File: config.mk
export PLATFORM = sky130hd
export DESIGN_NAME = alarm_trigger
export DESIGN_NICKNAME = d
export VERILOG_FILES = /design/src/rtl/alarm_pkg.sv /design/src/rtl/beep_gen.sv /design/src/rtl/alarm_trigger.sv
export SDC_FILE = /design/constraint.sdc
export NUM_CORES = 1
export LEC_CHECK = 0
export ABC_AREA = 1
export BUFFER_PORTS_ARGS = -buffer_cell sky130_fd_sc_hd__buf_4
export CAP_MARGIN = 20
export CORE_ASPECT_RATIO = 0.8
export CORE_MARGIN = 2
export CORE_UTILIZATION = 40
export DETAILED_ROUTE_END_ITERATION = 10
export PLACE_DENSITY = 0.85
export SLEW_MARGIN = 30
export SYNTH_ARGS = -nofsm -noshare
export SYNTH_HDL_FRONTEND = slang
export SYNTH_SLANG_ARGS = --single-unit
File: constraint.sdc
create_clock -name i_clk -period 1.1 [get_ports i_clk]
set_input_delay 0 -clock i_clk [delete_from_list [all_inputs] [get_ports i_clk]]
set_output_delay 0 -clock i_clk [all_outputs]
set_load 0.01 [all_outputs]
File: src/rtl/alarm_pkg.sv
// Shared types for the alarm trigger: packed BCD time-of-day and FSM state encoding.
package alarm_pkg;

  localparam int TIME_W = 20;

  typedef struct packed {
    logic [1:0] h_tens;
    logic [3:0] h_ones;
    logic [2:0] m_tens;
    logic [3:0] m_ones;
    logic [2:0] s_tens;
    logic [3:0] s_ones;
  } time_t;

  typedef enum logic [1:0] {
    DISARMED = 2'd0,
    ARMED    = 2'd1,
    RINGING  = 2'd2,
    SNOOZE   = 2'd3
  } alarm_state_e;

endpackage

File: src/rtl/beep_gen.sv
// Buzzer square-wave generator: half-period of BEEP_CYCLES clocks while enabled,
// starting high on the first enabled cycle; output forced low when disabled.
module beep_gen #(
  parameter int BEEP_CYCLES = 2
) (
  input  logic clk,
  input  logic rst_n,
  input  logic en,
  output logic buzzer
);

  localparam int CNT_W = (BEEP_CYCLES > 1) ? $clog2(BEEP_CYCLES) : 1;
  localparam logic [CNT_W-1:0] BEEP_LAST = CNT_W'(BEEP_CYCLES - 1);

  logic [CNT_W-1:0] beep_cnt_reg;
  logic             tone_reg;

  always_ff @(posedge clk or negedge rst_n) begin
    if (!rst_n) begin
      beep_cnt_reg <= '0;
      tone_reg     <= 1'b0;
    end else if (!en) begin
      // Held primed so the first ringing cycle already drives the buzzer high.
      beep_cnt_reg <= '0;
      tone_reg     <= 1'b1;
    end else if (beep_cnt_reg == BEEP_LAST) begin
      beep_cnt_reg <= '0;
      tone_reg     <= ~tone_reg;
    end else begin
      beep_cnt_reg <= beep_cnt_reg + CNT_W'(1);
    end
  end

  assign buzzer = en & tone_reg;

endmodule

File: src/rtl/alarm_trigger.sv
// Alarm sequencer: fires on the tick where cur_time first equals alarm_time, then handles
// stop / timeout / snooze. Define ALARM_SNOOZE_EN to build the SNOOZE state.
module alarm_trigger
  import alarm_pkg::*;
#(
  parameter int BEEP_CYCLES    = 2,
  parameter int RING_TIMEOUT_S = 60,
  parameter int SNOOZE_S       = 300
) (
  input  logic              i_clk,
  input  logic              i_rst_n,
  input  logic              i_tick_1hz,
  input  logic [TIME_W-1:0] i_cur_time,
  input  logic [TIME_W-1:0] i_alarm_time,
  input  logic              i_alarm_wr_en,
  input  logic              i_arm_toggle,
  input  logic              i_stop,
  input  logic              i_snooze,
  output logic              o_buzzer,
  output logic              o_armed,
  output logic              o_ringing,
  output logic              o_snoozing
);

  localparam int RING_W = $clog2(RING_TIMEOUT_S + 1);
  localparam logic [RING_W-1:0] RING_LAST = RING_W'(RING_TIMEOUT_S - 1);

  alarm_state_e      state_reg, state_next;
  time_t             cur_t, alarm_t;
  logic              match, match_reg, trigger, ring_done;
  logic [RING_W-1:0] ring_cnt_reg;

  assign cur_t   = time_t'(i_cur_time);
  assign alarm_t = time_t'(i_alarm_time);

  // Rising edge of the match, sampled only on ticks, so a stopped clock cannot re-fire.
  assign match     = (cur_t == alarm_t);
  assign trigger   = i_tick_1hz & match & ~match_reg;
  assign ring_done = i_tick_1hz & (ring_cnt_reg == RING_LAST);

  always_ff @(posedge i_clk or negedge i_rst_n) begin
    if (!i_rst_n) begin
      match_reg <= 1'b0;
    end else if (i_tick_1hz) begin
      match_reg <= match;
    end
  end

  always_ff @(posedge i_clk or negedge i_rst_n) begin
    if (!i_rst_n) begin
      ring_cnt_reg <= '0;
    end else if (state_reg != RINGING) begin
      ring_cnt_reg <= '0;
    end else if (i_tick_1hz && (ring_cnt_reg != RING_LAST)) begin
      ring_cnt_reg <= ring_cnt_reg + RING_W'(1);
    end
  end

`ifdef ALARM_SNOOZE_EN
  localparam int SNZ_W = $clog2(SNOOZE_S + 1);
  localparam logic [SNZ_W-1:0] SNZ_LAST = SNZ_W'(SNOOZE_S - 1);

  logic [SNZ_W-1:0] snz_cnt_reg;
  logic             snz_done;

  assign snz_done = i_tick_1hz & (snz_cnt_reg == SNZ_LAST);

  always_ff @(posedge i_clk or negedge i_rst_n) begin
    if (!i_rst_n) begin
      snz_cnt_reg <= '0;
    end else if (state_reg != SNOOZE) begin
      snz_cnt_reg <= '0;
    end else if (i_tick_1hz && (snz_cnt_reg != SNZ_LAST)) begin
      snz_cnt_reg <= snz_cnt_reg + SNZ_W'(1);
    end
  end

  assign o_snoozing = (state_reg == SNOOZE);
`else
  logic unused_snooze;
  assign unused_snooze = i_snooze ^ (SNOOZE_S < 1);
  assign o_snoozing    = 1'b0;
`endif

  always_ff @(posedge i_clk or negedge i_rst_n) begin
    if (!i_rst_n) begin
      state_reg <= DISARMED;
    end else begin
      state_reg <= state_next;
    end
  end

  // Branch order encodes priority: arm_toggle > stop > alarm_wr_en > snooze > timeout/trigger.
  always_comb begin
    state_next = state_reg;
    case (state_reg)
      DISARMED: begin
        if (i_arm_toggle) state_next = ARMED;
      end
      ARMED: begin
        if (i_arm_toggle)                    state_next = DISARMED;
        else if (trigger && !i_alarm_wr_en)  state_next = RINGING;
      end
      RINGING: begin
        if (i_arm_toggle)                    state_next = DISARMED;
        else if (i_stop || i_alarm_wr_en)    state_next = ARMED;
`ifdef ALARM_SNOOZE_EN
        else if (i_snooze)                   state_next = SNOOZE;
`endif
        else if (ring_done)                  state_next = ARMED;
      end
`ifdef ALARM_SNOOZE_EN
      SNOOZE: begin
        if (i_arm_toggle)                    state_next = DISARMED;
        else if (i_stop || i_alarm_wr_en)    state_next = ARMED;
        else if (snz_done)                   state_next = RINGING;
      end
`endif
      default: state_next = DISARMED;
    endcase
  end

  assign o_armed   = (state_reg != DISARMED);
  assign o_ringing = (state_reg == RINGING);

  beep_gen #(
    .BEEP_CYCLES(BEEP_CYCLES)
  ) u_beep_gen (
    .clk   (i_clk),
    .rst_n (i_rst_n),
    .en    (state_reg == RINGING),
    .buzzer(o_buzzer)
  );

endmodule
==> out/qor.txt <==
================================================================================
Number of antenna violations at the first check in global routing              0
Routed wire length                                                       2.85 mm
Element type at the critical path end                                       flop
Synth Cell Area                                                         935 um^2
Via count of the first global-routing pass                                  1004
Synthesized area per cell                                              5.92 um^2
Leakage power total                                                     0.871 nW
Count of buffer and inverter cells on the critical path                        0
TritonCTS clock tree                                                        done
Die outline height                                                       47.2 um
Worst endpoint required time                                             1.31 ns
Sequential fraction of the synthesis area                                  29.5%
Gpl congestion                                                             0.928
Status                                                              complete, but fails checks
Cell type group with the largest total delay on the critical path   simple AND/OR/NAND/NOR gates
Count of cell types in the netlist                                            19
Num ports                                                                     51
Final slew viol count                                                          0
Reg-to-Reg End                                                      state_reg[1]$_DFFE_PN0P_
Power Dens Cells                                                     788 nW/um^2
Maximum clock path buffer count                                                2
CP dominant cell by count                                                nand2_1
Min-Delay Startpoint                                                      i_stop
Flip-flop and latch count after synthesis                                     11
Peak VDD IR                                                               831 uV
H-tree depth reported by CTS                                                   1
Data arrival time of the critical path                                   1.60 ns
DPL Wire Length                                                          1.88 mm
Wire length of the first global-routing pass                             3.93 mm
Max-cap violations                                                             0
Worst hold-check path type                                          primary input to flop
Filler Cell Count                                                            169
Top-area cell type share of the netlist area                               29.5%
Number of clock buffers inserted by TritonCTS                                  3
Yosys Warn Count                                                               0
Number of antenna diodes                                                       0
Minimum setup slack among reg-to-reg paths                              -0.29 ns
Horiz. Die Dim                                                           58.0 um
Cell type of the slowest stage on the worst timing path                  dfrtp_1
Setup WS post-layout                                                   -0.290 ns
Share of layout cells above drive strength 1                               38.6%
Crit path cell chain                                                ha_4 > nand2_4 > nor2_4 > nand3_2 > nand2_1 > nand2_1 > nand2_1 > nand4_1 > nand2_1
Number of nets in the layout                                                 272
Largest cells by area after synthesis                               dfrtp_1 (29%), nand2_1 (22%), inv_1 (14%), xnor2_1 (6.6%), nor2_1 (6.4%)
TritonRoute pass-1 iters                                                       4
Net count after synthesis                                                    206
Max Fclk                                                               0.720 GHz
Minimum clock period                                                     1.39 ns
Worst Clk Skew                                                        0.00406 ns
Post-route fraction of the period consumed by the critical path             126%
Floorplan die area                                                     2740 um^2
Most used cells in the layout excluding fill and tap cells          buf_4 (52), nand2_1 (51), inv_1 (32), nor2_1 (13), dfrtp_1 (10)
Number of routed nets with antenna violations                                  0
Master cell of the clock root buffer                                    clkbuf_4
Initial core utilization                                                   42.9%
Sum Neg Setup Slack                                                     -1.42 ns
Area grow syn2layout                                                       68.1%
Launch point of the worst reg-to-reg path                           ring_cnt_reg[0]$_DFFE_PN0P_
Row cnt                                                                       15
Clock Pin Slew Worst Setup and Hold Paths                                0.08 ns
Global routing usage summed across all routing layers                      19.5%
Post-DR vias/cell                                                           4.69
Most common cell after layout, fill and taps aside                         buf_4
Port-buffer cells                                                             48
Detailed-route via count                                                    1162
Min-Delay Path Depth                                                           4
Cell depth of the worst flop-to-flop path                                      9
Final setup violating endpoints                                                8
WHS Endpoint                                                        state_reg[1]$_DFFE_PN0P_
Maximum cell stage delay along the critical path                         0.42 ns
Flip-flop count of the largest register after layout                           6
Violated checks                                                     setup timing
Drt drc                                                                        0
Post-layout util                                                           72.2%
WS Path Type                                                        flop to flop
Library cell with the largest summed area after synthesis                dfrtp_1
Average wire length per cell after detail routing                        11.5 um
Top fanout value on the critical path                                          2
Worst-Skew Late Latency                                                  0.28 ns
RSZ-0062 raised after global routing                                        true
Largest net degree at the start of global routing                             12
Post-Synthesis Cells                                                         158
Violation count after the first detailed-route iteration                      22
Total number of clock tree sinks                                              11
Total grt overflow                                                             0
Startpoint types                                                            flop
Hold Violations, Final                                                         0
Area of the core                                                       2180 um^2
================================================================================
how the worst max path moves through the flow:
| stage | from | endpoint | depth (start not counted) |
|---|---|---|---|
| 2_1_floorplan | ring_cnt_reg[0]$_DFFE_PN0P_ | state_reg[1]$_DFFE_PN0P_ | 9 |
| 3_3_place_gp | ring_cnt_reg[0]$_DFFE_PN0P_ | state_reg[1]$_DFFE_PN0P_ | 9 |
| 3_5_place_dp | ring_cnt_reg[0]$_DFFE_PN0P_ | state_reg[1]$_DFFE_PN0P_ | 9 |
| 4_1_cts | ring_cnt_reg[0]$_DFFE_PN0P_ | state_reg[1]$_DFFE_PN0P_ | 9 |
| 5_1_grt | ring_cnt_reg[0]$_DFFE_PN0P_ | state_reg[1]$_DFFE_PN0P_ | 9 |
| 6_report | ring_cnt_reg[0]$_DFFE_PN0P_ | state_reg[1]$_DFFE_PN0P_ | 9 |
Yosys cell counts (all sizes together):
| cell type | count |
|---|---|
| ha | 1 |
| a21oi | 3 |
| dfrtp | 11 |
| inv | 36 |
| o21ai | 7 |
| xnor2 | 7 |
| nand4 | 2 |
| o21a | 1 |
| nand2 | 55 |
| nand3 | 6 |
| conb | 1 |
| nor3 | 3 |
| nor2 | 21 |
| o211ai | 2 |
| buf | 1 |
| o22ai | 1 |
cells by family after synthesis:
logic type / count (synthesis) / synth area share, %
AO/OA/AOI/OAI: 14 / 8.43
XOR/XNOR: 7 / 6.56
adder cells (fa/ha/maj): 1 / 1.34
buffers and inverters: 37 / 15.3
flip-flops: 11 / 29.5
other: 1 / 0.401
AND/OR/NAND/NOR: 87 / 38.6
cell type report:
cell class                 instances  area (um^2)  share of cell area [%]
timing repair buffer              62          499                    31.8
inverter                          36          135                    8.60
multi-input combinational        110          602                    38.3
clock buffer                       3         22.5                    1.43
tap                               25         31.3                    1.99
sequential                        11          277                    17.6
clock inverter                     1         5.00                   0.318
stage by stage:
| step | setup WS (ns) | hold WS (ns) | std cells | power, mW | instance area (um^2) |
|---|---|---|---|---|---|
| after floorplan | -0.0499 | -0.296 | 158 | 0.642 | 940 |
| after global placement | -0.0524 | -0.160 | 235 | 0.838 | 1360 |
| after detailed placement | -0.0955 | -0.158 | 235 | 0.844 | 1360 |
| after CTS | -0.161 | 0.00271 | 246 | 1.16 | 1470 |
| after global routing | -0.357 | 0.0605 | 248 | 1.32 | 1570 |
| final | -0.290 | 0.0429 | 248 | 1.24 | 1570 |
report_power, final:
| group | switching [mW] | total, mW | internal, mW |
|---|---|---|---|
| clock network | 0.153 | 0.288 | 0.135 |
| registers | 0.0322 | 0.459 | 0.427 |
| logic | 0.220 | 0.491 | 0.271 |
worst min-delay path: cells and delay by family:
kind,cells,cell delay (ns)
buffers and inverters,1,0.09
AND/OR/NAND/NOR,3,0.19
what timing repair did:
item,CTS,global route
cloned,0,0
setup buffers,4,2
hold endpoints to repair,13,0
hold buffers,3,0
resized for setup,10,22
pin swaps,2,9
setup endpoints to repair,9,11
routing by layer:
metal / global-route usage, % / part of all wire, % / routed length, um
met1: 22.5 / 40 / 1130
met2: 36.6 / 54 / 1550
met3: 5.79 / 3.9 / 111
met4: 4.19 / 2.0 / 56
met5: 0 / 0 / 0
Note: power is estimated with default switching activity, not from simulation.
